## config.mk

```make
export PLATFORM = sky130hd
export DESIGN_NAME = cgra_conf_receiver
export DESIGN_NICKNAME = d
export VERILOG_FILES = /design/src/rtl/cgra_conf_receiver.sv
export SDC_FILE = /design/constraint.sdc
export NUM_CORES = 1
export LEC_CHECK = 0
export CORE_MARGIN = 1
export CORE_UTILIZATION = 53
export DETAILED_ROUTE_END_ITERATION = 8
export PLACE_DENSITY = 0.92
export SYNTH_ARGS = -nofsm -noshare
export SYNTH_HDL_FRONTEND = slang
export SYNTH_SLANG_ARGS = --single-unit
export TNS_END_PERCENT = 20
```

## constraint.sdc

```tcl
create_clock -name clk -period 4.48 [get_ports clk]
set_input_delay 0.896 -clock clk [delete_from_list [all_inputs] [get_ports clk]]
set_output_delay 0.896 -clock clk [all_outputs]
set_load 0.02 [all_outputs]
```

## src/rtl/cgra_conf_receiver.sv

```systemverilog
// CGRA configuration receiver: snoops a daisy-chained config bus,
// collects NWORDS payload slices for this node and commits them atomically.
module cgra_conf_receiver #(
  parameter logic [7:0] PE_ID  = 8'd1,
  parameter int         NWORDS = 2
) (
  input  logic                   clk,
  input  logic                   rst,
  input  logic [63:0]            conf_in_bus,
  output logic [63:0]            conf_out_bus,
  output logic [48*NWORDS-1:0]   conf,
  output logic                   conf_valid,
  output logic                   configured,
  output logic                   err
);

  typedef enum logic [1:0] {
    EMPTY   = 2'd0,
    FILLING = 2'd1,
    ACTIVE  = 2'd2,
    REFILL  = 2'd3
  } state_t;

  localparam logic [2:0] NW = 3'(NWORDS);

  state_t                 state, state_n;
  logic [NWORDS-1:0]      recv_mask, mask_n, sel;
  logic [48*NWORDS-1:0]   shadow, shadow_n;

  logic        present, hit, bcast, take, in_rng, cap, oob, commit;
  logic [7:0]  id;
  logic [1:0]  idx;
  logic [47:0] payload;

  // Reserved bits only participate in the idle test, never in matching.
  assign present = |conf_in_bus;
  assign id      = conf_in_bus[7:0];
  assign idx     = conf_in_bus[9:8];
  assign payload = conf_in_bus[63:16];

  assign hit    = present && (id != 8'h00) && (id == PE_ID);
  assign bcast  = present && (id == 8'hFF);
  assign take   = hit || bcast;
  assign in_rng = {1'b0, idx} < NW;
  assign cap    = take && in_rng;
  assign oob    = take && !in_rng;

  always_comb begin
    sel      = '0;
    shadow_n = shadow;
    for (int k = 0; k < NWORDS; k++) begin
      sel[k] = cap && (idx == 2'(k));
      if (sel[k]) shadow_n[48*k +: 48] = payload;
    end
    mask_n = recv_mask | sel;
  end

  assign commit = cap && (&mask_n);

  always_comb begin
    state_n = state;
    if (commit) begin
      state_n = ACTIVE;
    end else if (cap) begin
      unique case (state)
        EMPTY:   state_n = FILLING;
        ACTIVE:  state_n = REFILL;
        default: state_n = state;
      endcase
    end
  end

  always_ff @(posedge clk) begin
    if (rst) begin
      state        <= EMPTY;
      recv_mask    <= '0;
      shadow       <= '0;
      conf         <= '0;
      conf_valid   <= 1'b0;
      conf_out_bus <= '0;
      err          <= 1'b0;
    end else begin
      state        <= state_n;
      shadow       <= shadow_n;
      recv_mask    <= commit ? '0 : mask_n;
      conf_valid   <= commit;
      conf_out_bus <= hit ? 64'd0 : conf_in_bus;
      if (commit) conf <= shadow_n;
      if (oob)    err  <= 1'b1;
    end
  end

  assign configured = (state == ACTIVE) || (state == REFILL);

endmodule
```

Yosys cells after proc, flatten, opt, wreduce, memory -nomap -nowiden:

Index checks and enable logic that the tools add are counted.
W data, S select, Z words.

* flip-flop bits (word level): 262
* bits of input ports: 66
* output and inout port bits: 163
* word-level logic and storage cells: 43

* order comparisons: 1
* equality and inequality tests: 5
* multiplexer cells: 5
* bitwise logic cells: 1
* reductions and logical operators: 23

Operators with widths (count)
* $mux W48: 2
* $reduce_or A64 Y1: 1
* $eq A8 B1 Y1 const B: 1
* $eq A8 B8 Y1 const B: 1
* $logic_and A1 B1 Y1: 8
* $reduce_bool A8 Y1: 1
* $reduce_and A2 Y1: 3
* $eq A2 B2 Y1 const B: 2
* $logic_not A2 Y1: 2
* $mux W2: 2
* $pmux W2 S2: 1
* $reduce_bool A2 Y1: 2
* $reduce_or A2 Y1: 2
* $reduce_bool A3 Y1: 1
* $eq A2 B1 Y1 const B: 1
* $logic_or A1 B1 Y1: 2
* $lt A2 B2 Y1 const B: 1
* $or A2 B2 Y2: 1
* $logic_not A1 Y1: 1

Logic depth before layout (Yosys ltp):

* depth in word-level cells: 11
* depth in mapped cells: 7

Worst setup path after synthesis:

No wires, ideal clock.

* path type: input-to-reg
* start: input conf_in_bus[7]
* end: register conf[78]
* setup time: 0.087 ns
* arrival time: 2.282 ns
* data required time: 4.393 ns
* path slack: 2.111 ns
* stages on the path: 7
* cell sequence: nor4b_2 nand2_1 a221o_1 buf_6 buf_6 buf_6 a221oi_2

* longest elaborated chain between the ends: 9
* elaborated cells between the ends (all ways): 15
* classes of those cells: 2 x eq/ne; 1 x mux; 1 x bitwise; 11 x reduce/logical

Ends and longest elaborated chain
* from (decl): line 9 `input logic [63:0] conf_in_bus,`
* $reduce_or A64 Y1 / $reduce_bool A8 Y1 (equally long branches): line 36, 41
* $logic_and A1 B1 Y1 (2 in a row): line 41 `assign hit = present && (id != 8'h00) && (id == PE_ID);`
* $logic_or A1 B1 Y1 *: line 43 `assign take = hit || bcast;`
* $logic_and A1 B1 Y1 *: line 45 `assign cap = take && in_rng;`
* $logic_and A1 B1 Y1: line 52 `sel[k] = cap && (idx == 2'(k));`
* $or A2 B2 Y2: line 55 `mask_n = recv_mask | sel;`
* $reduce_and A2 Y1: line 58 `assign commit = cap && (&mask_n);`
* $logic_and A1 B1 Y1: line 58
* to (signal assigned): line 88 `if (commit) conf <= shadow_n;`
* to (decl): line 11 `output logic [48*NWORDS-1:0] conf,`

Every way passes the cells marked *; elsewhere a longest branch is shown, timed or not.
A chain may end at the register's enable or synchronous reset.

Final worst setup path:

* start: input conf_in_bus[8]
* end: register conf[88]

* longest elaborated chain between the ends: 9
* elaborated cells between the ends (all ways): 15
* classes of those cells: 1 x order compare; 1 x eq/ne; 1 x mux; 1 x bitwise; 11 x reduce/logical

Ends and longest elaborated chain
* $reduce_or A64 Y1: line 36 `assign present = |conf_in_bus;`
* $logic_and A1 B1 Y1 (2 in a row): line 41
* $logic_or A1 B1 Y1: line 43
* $logic_and A1 B1 Y1: line 45
* $logic_and A1 B1 Y1: line 52
* $or A2 B2 Y2: line 55
* $reduce_and A2 Y1: line 58
* $logic_and A1 B1 Y1: line 58

Parallel ways exist; a longest one is shown, timed or not.

==> flow_metrics.tcl <==
set metrics [dict create \
    dpl.hpwl_mm 15.5 \
    ys_seq_area_frac 0.546 \
    wirelength_mm 25.6 \
    drt_iter0_markers 613 \
    layout_common_cells "261 x dfxtp_1, 227 x clkdlybuf4s50_1, 144 x nand2_1, 98 x inv_1" \
    synth_cell_types 27 \
    regArea_sq_mm 0.00523 \
    setup_viol_count_final 0 \
    drc_errors 0 \
    cts_buffer_depth 3 \
    grt_max_degree 141 \
    cts_max_level 1 \
    final-hold-violation-count 0 \
    crit_arrival_ps 3360 \
    startpoint_type "primary input" \
    dieHeight_um 136 \
    pin_count 229 \
    gp_congestion 0.768 \
    fin_worst_skew_ps 5.64 \
    layout_commonest_cell "dfxtp_1" \
    setup_tns_ps 0 \
    wire_per_inst_um 18.5 \
    clkSinkCount 261 \
    overflow 0 \
    dr.pass1.iters 5 \
    port-buffer-count 228 \
    std_cell_rows 48 \
    leakage_nw 5.01 \
    root_buffer "clkbuf_16" \
    critical_path_required_ps 4890 \
    multiInputGateArea_sq_mm 0.00362 \
    dieArea_sq_mm 0.0186 \
    grt_pass1_vias 7981 \
    cts_setup_buffers 0 \
    dp.cells 1344 \
    drive_gt1_frac 0.0653 \
    cts_resized 0 \
    cts_tree "done" \
    synth_area_sq_mm 0.00956 \
    instances_no_fill 1389 \
    max_slew_margin 0.267 \
    num_vias 8095 \
    clk_latency_ps 510 \
    worstMarginPinSlew_ps 1100 \
    cp_top_family "compound AO/OA/AOI/OAI gates" \
    synth_warnings 0 \
    vias_per_cell 5.83 \
    ant_nets 0 \
    synth.avg_cell_area_sq_um 9.84 \
    hold_path_class "flop to flop" \
    ys_ff_latch 261 \
    crit_fanout 50 \
    timing.fmax_mhz 340 \
    slowest_stage "a221o_4" \
    power.density_mw_per_mm2 374 \
    drv_cap 0 \
    antenna_found_initial 0 \
    nFillCells 1182 \
    area_delta_synth_final_pct 33.5 \
    die_w_um 136 \
    holdBufCountCts 0 \
    crit_chain "clkdlybuf4s50_1 > nand2_4 > a221o_4 > buf_12 > a221oi_1" \
    critPathCaptureType "flop" \
    finalMaxSlewViolations 0 \
    r2r_slack_ps 2330 \
    worst-path-buf-inv 2 \
    postSynthNetCount 1038 \
    slowest_delay_ps 700 \
    syn_inst 972 \
    timing.final.crit_share 0.657 \
    coreArea_sq_mm 0.0175 \
    final_nets 1213 \
    start_util 0.547 \
    cts-buffers-inserted 26 \
    critPathKind "primary input to flop" \
    post-route-min-period_ps 2950 \
    status "completed" \
    ir_drop_mv 0.305 \
    rsz0062_at_grt "no" \
    grt_pass1_wl_mm 40.6 \
    diodes 0 \
    cts.clk_slew.worst_paths_ps 60 \
    grt.total_usage 0.274 \
]
[layout make-up]
type,count,share of cell area
inverters,99,0.0295
well taps,225,0.0221
clock inverters,5,0.00196
clock buffers,40,0.0646
multi-input cells,518,0.283
repair buffers,241,0.189
flip-flops and latches,261,0.409
[worst reg2reg max path: cells and delay by family (launching register included)]
family / cells / cell delay, ps
buffers and inverters: 1 / 260
AOI/OAI and AO/OA: 2 / 1080
and+or+nand+nor: 1 / 330
DFF: 1 / 370
[routing by layer]
metal,GRT usage,share of wire,vias to the layer above
met5,0,0,-
met4,0.104,0.029,0
met3,0.0496,0.078,51
met2,0.471,0.49,360
met1,0.340,0.40,3892
li1,-,-,3792
[flip-flops by register name, summed over array words and instances (netlist names)]
register      count
recv_mask         2
conf_out_bus     64
shadow           96
conf_valid        1
err               1
conf             96
state             1
[synthesized netlist by cell type]
cell type    n  area (sq um)
and3_1      56           350
dfxtp_1    261          5230
o22ai_1     96           601
a221oi_2    10           150
a21oi_1      2          10.0
clkbuf_1    68           255
nor2b_1      7          43.8
nor4_2       1          12.5
buf_2       22           110
mux2i_1     96           961
nand2_1    146           548
a221o_1      1          10.0
a221oi_1    87           762
nor2_1       3          11.3
inv_1       99           372
o21a_1       2          15.0
nand2b_1     1          6.26
o21ai_1      1          5.00
nor3_1       1          5.00
and2_1       1          6.26
buf_4        1          7.51
nand4_1      2          12.5
a211oi_1     1          7.51
buf_6        3          33.8
nor4b_2      1          15.0
or2_1        1          6.26
o211a_1      2          20.0
[through the flow]
stage               power (mW)  cell area (sq um)   util  hold WS [ps]  worst slack, ps
finish                    4.77              12800  0.730           457             1530
global route              4.92              12800  0.730           477             1430
CTS                       4.80              12800  0.730           457             1560
detailed placement        2.69              11900  0.682           449             1070
global placement          2.69              11900  0.682           442             1130
floorplan                 2.53               9560      -           434             2110
[where the power goes]
group / switching [mW] / total, mW / internal (mW)
Clock: 0.870 / 2.13 / 1.26
Sequential: 0.00890 / 2.36 / 2.35
Combinational: 0.154 / 0.283 / 0.129
[logic make-up after synthesis]
group / count (synthesis) / share of synthesized area
AO/OA/AOI/OAI: 202 / 0.165
buffers and inverters: 193 / 0.0814
flip-flops: 261 / 0.546
multiplexers: 96 / 0.100
AND/OR/NAND/NOR: 220 / 0.106
[final timing paths]
kind	start	to	cells after the start
max	conf_in_bus[8]	conf[88]	5
min	shadow[54]	shadow[54]	2
max reg2reg	recv_mask[0]	conf[88]	4
min reg2reg	shadow[54]	shadow[54]	2
Note: power is estimated with default switching activity, not from simulation.
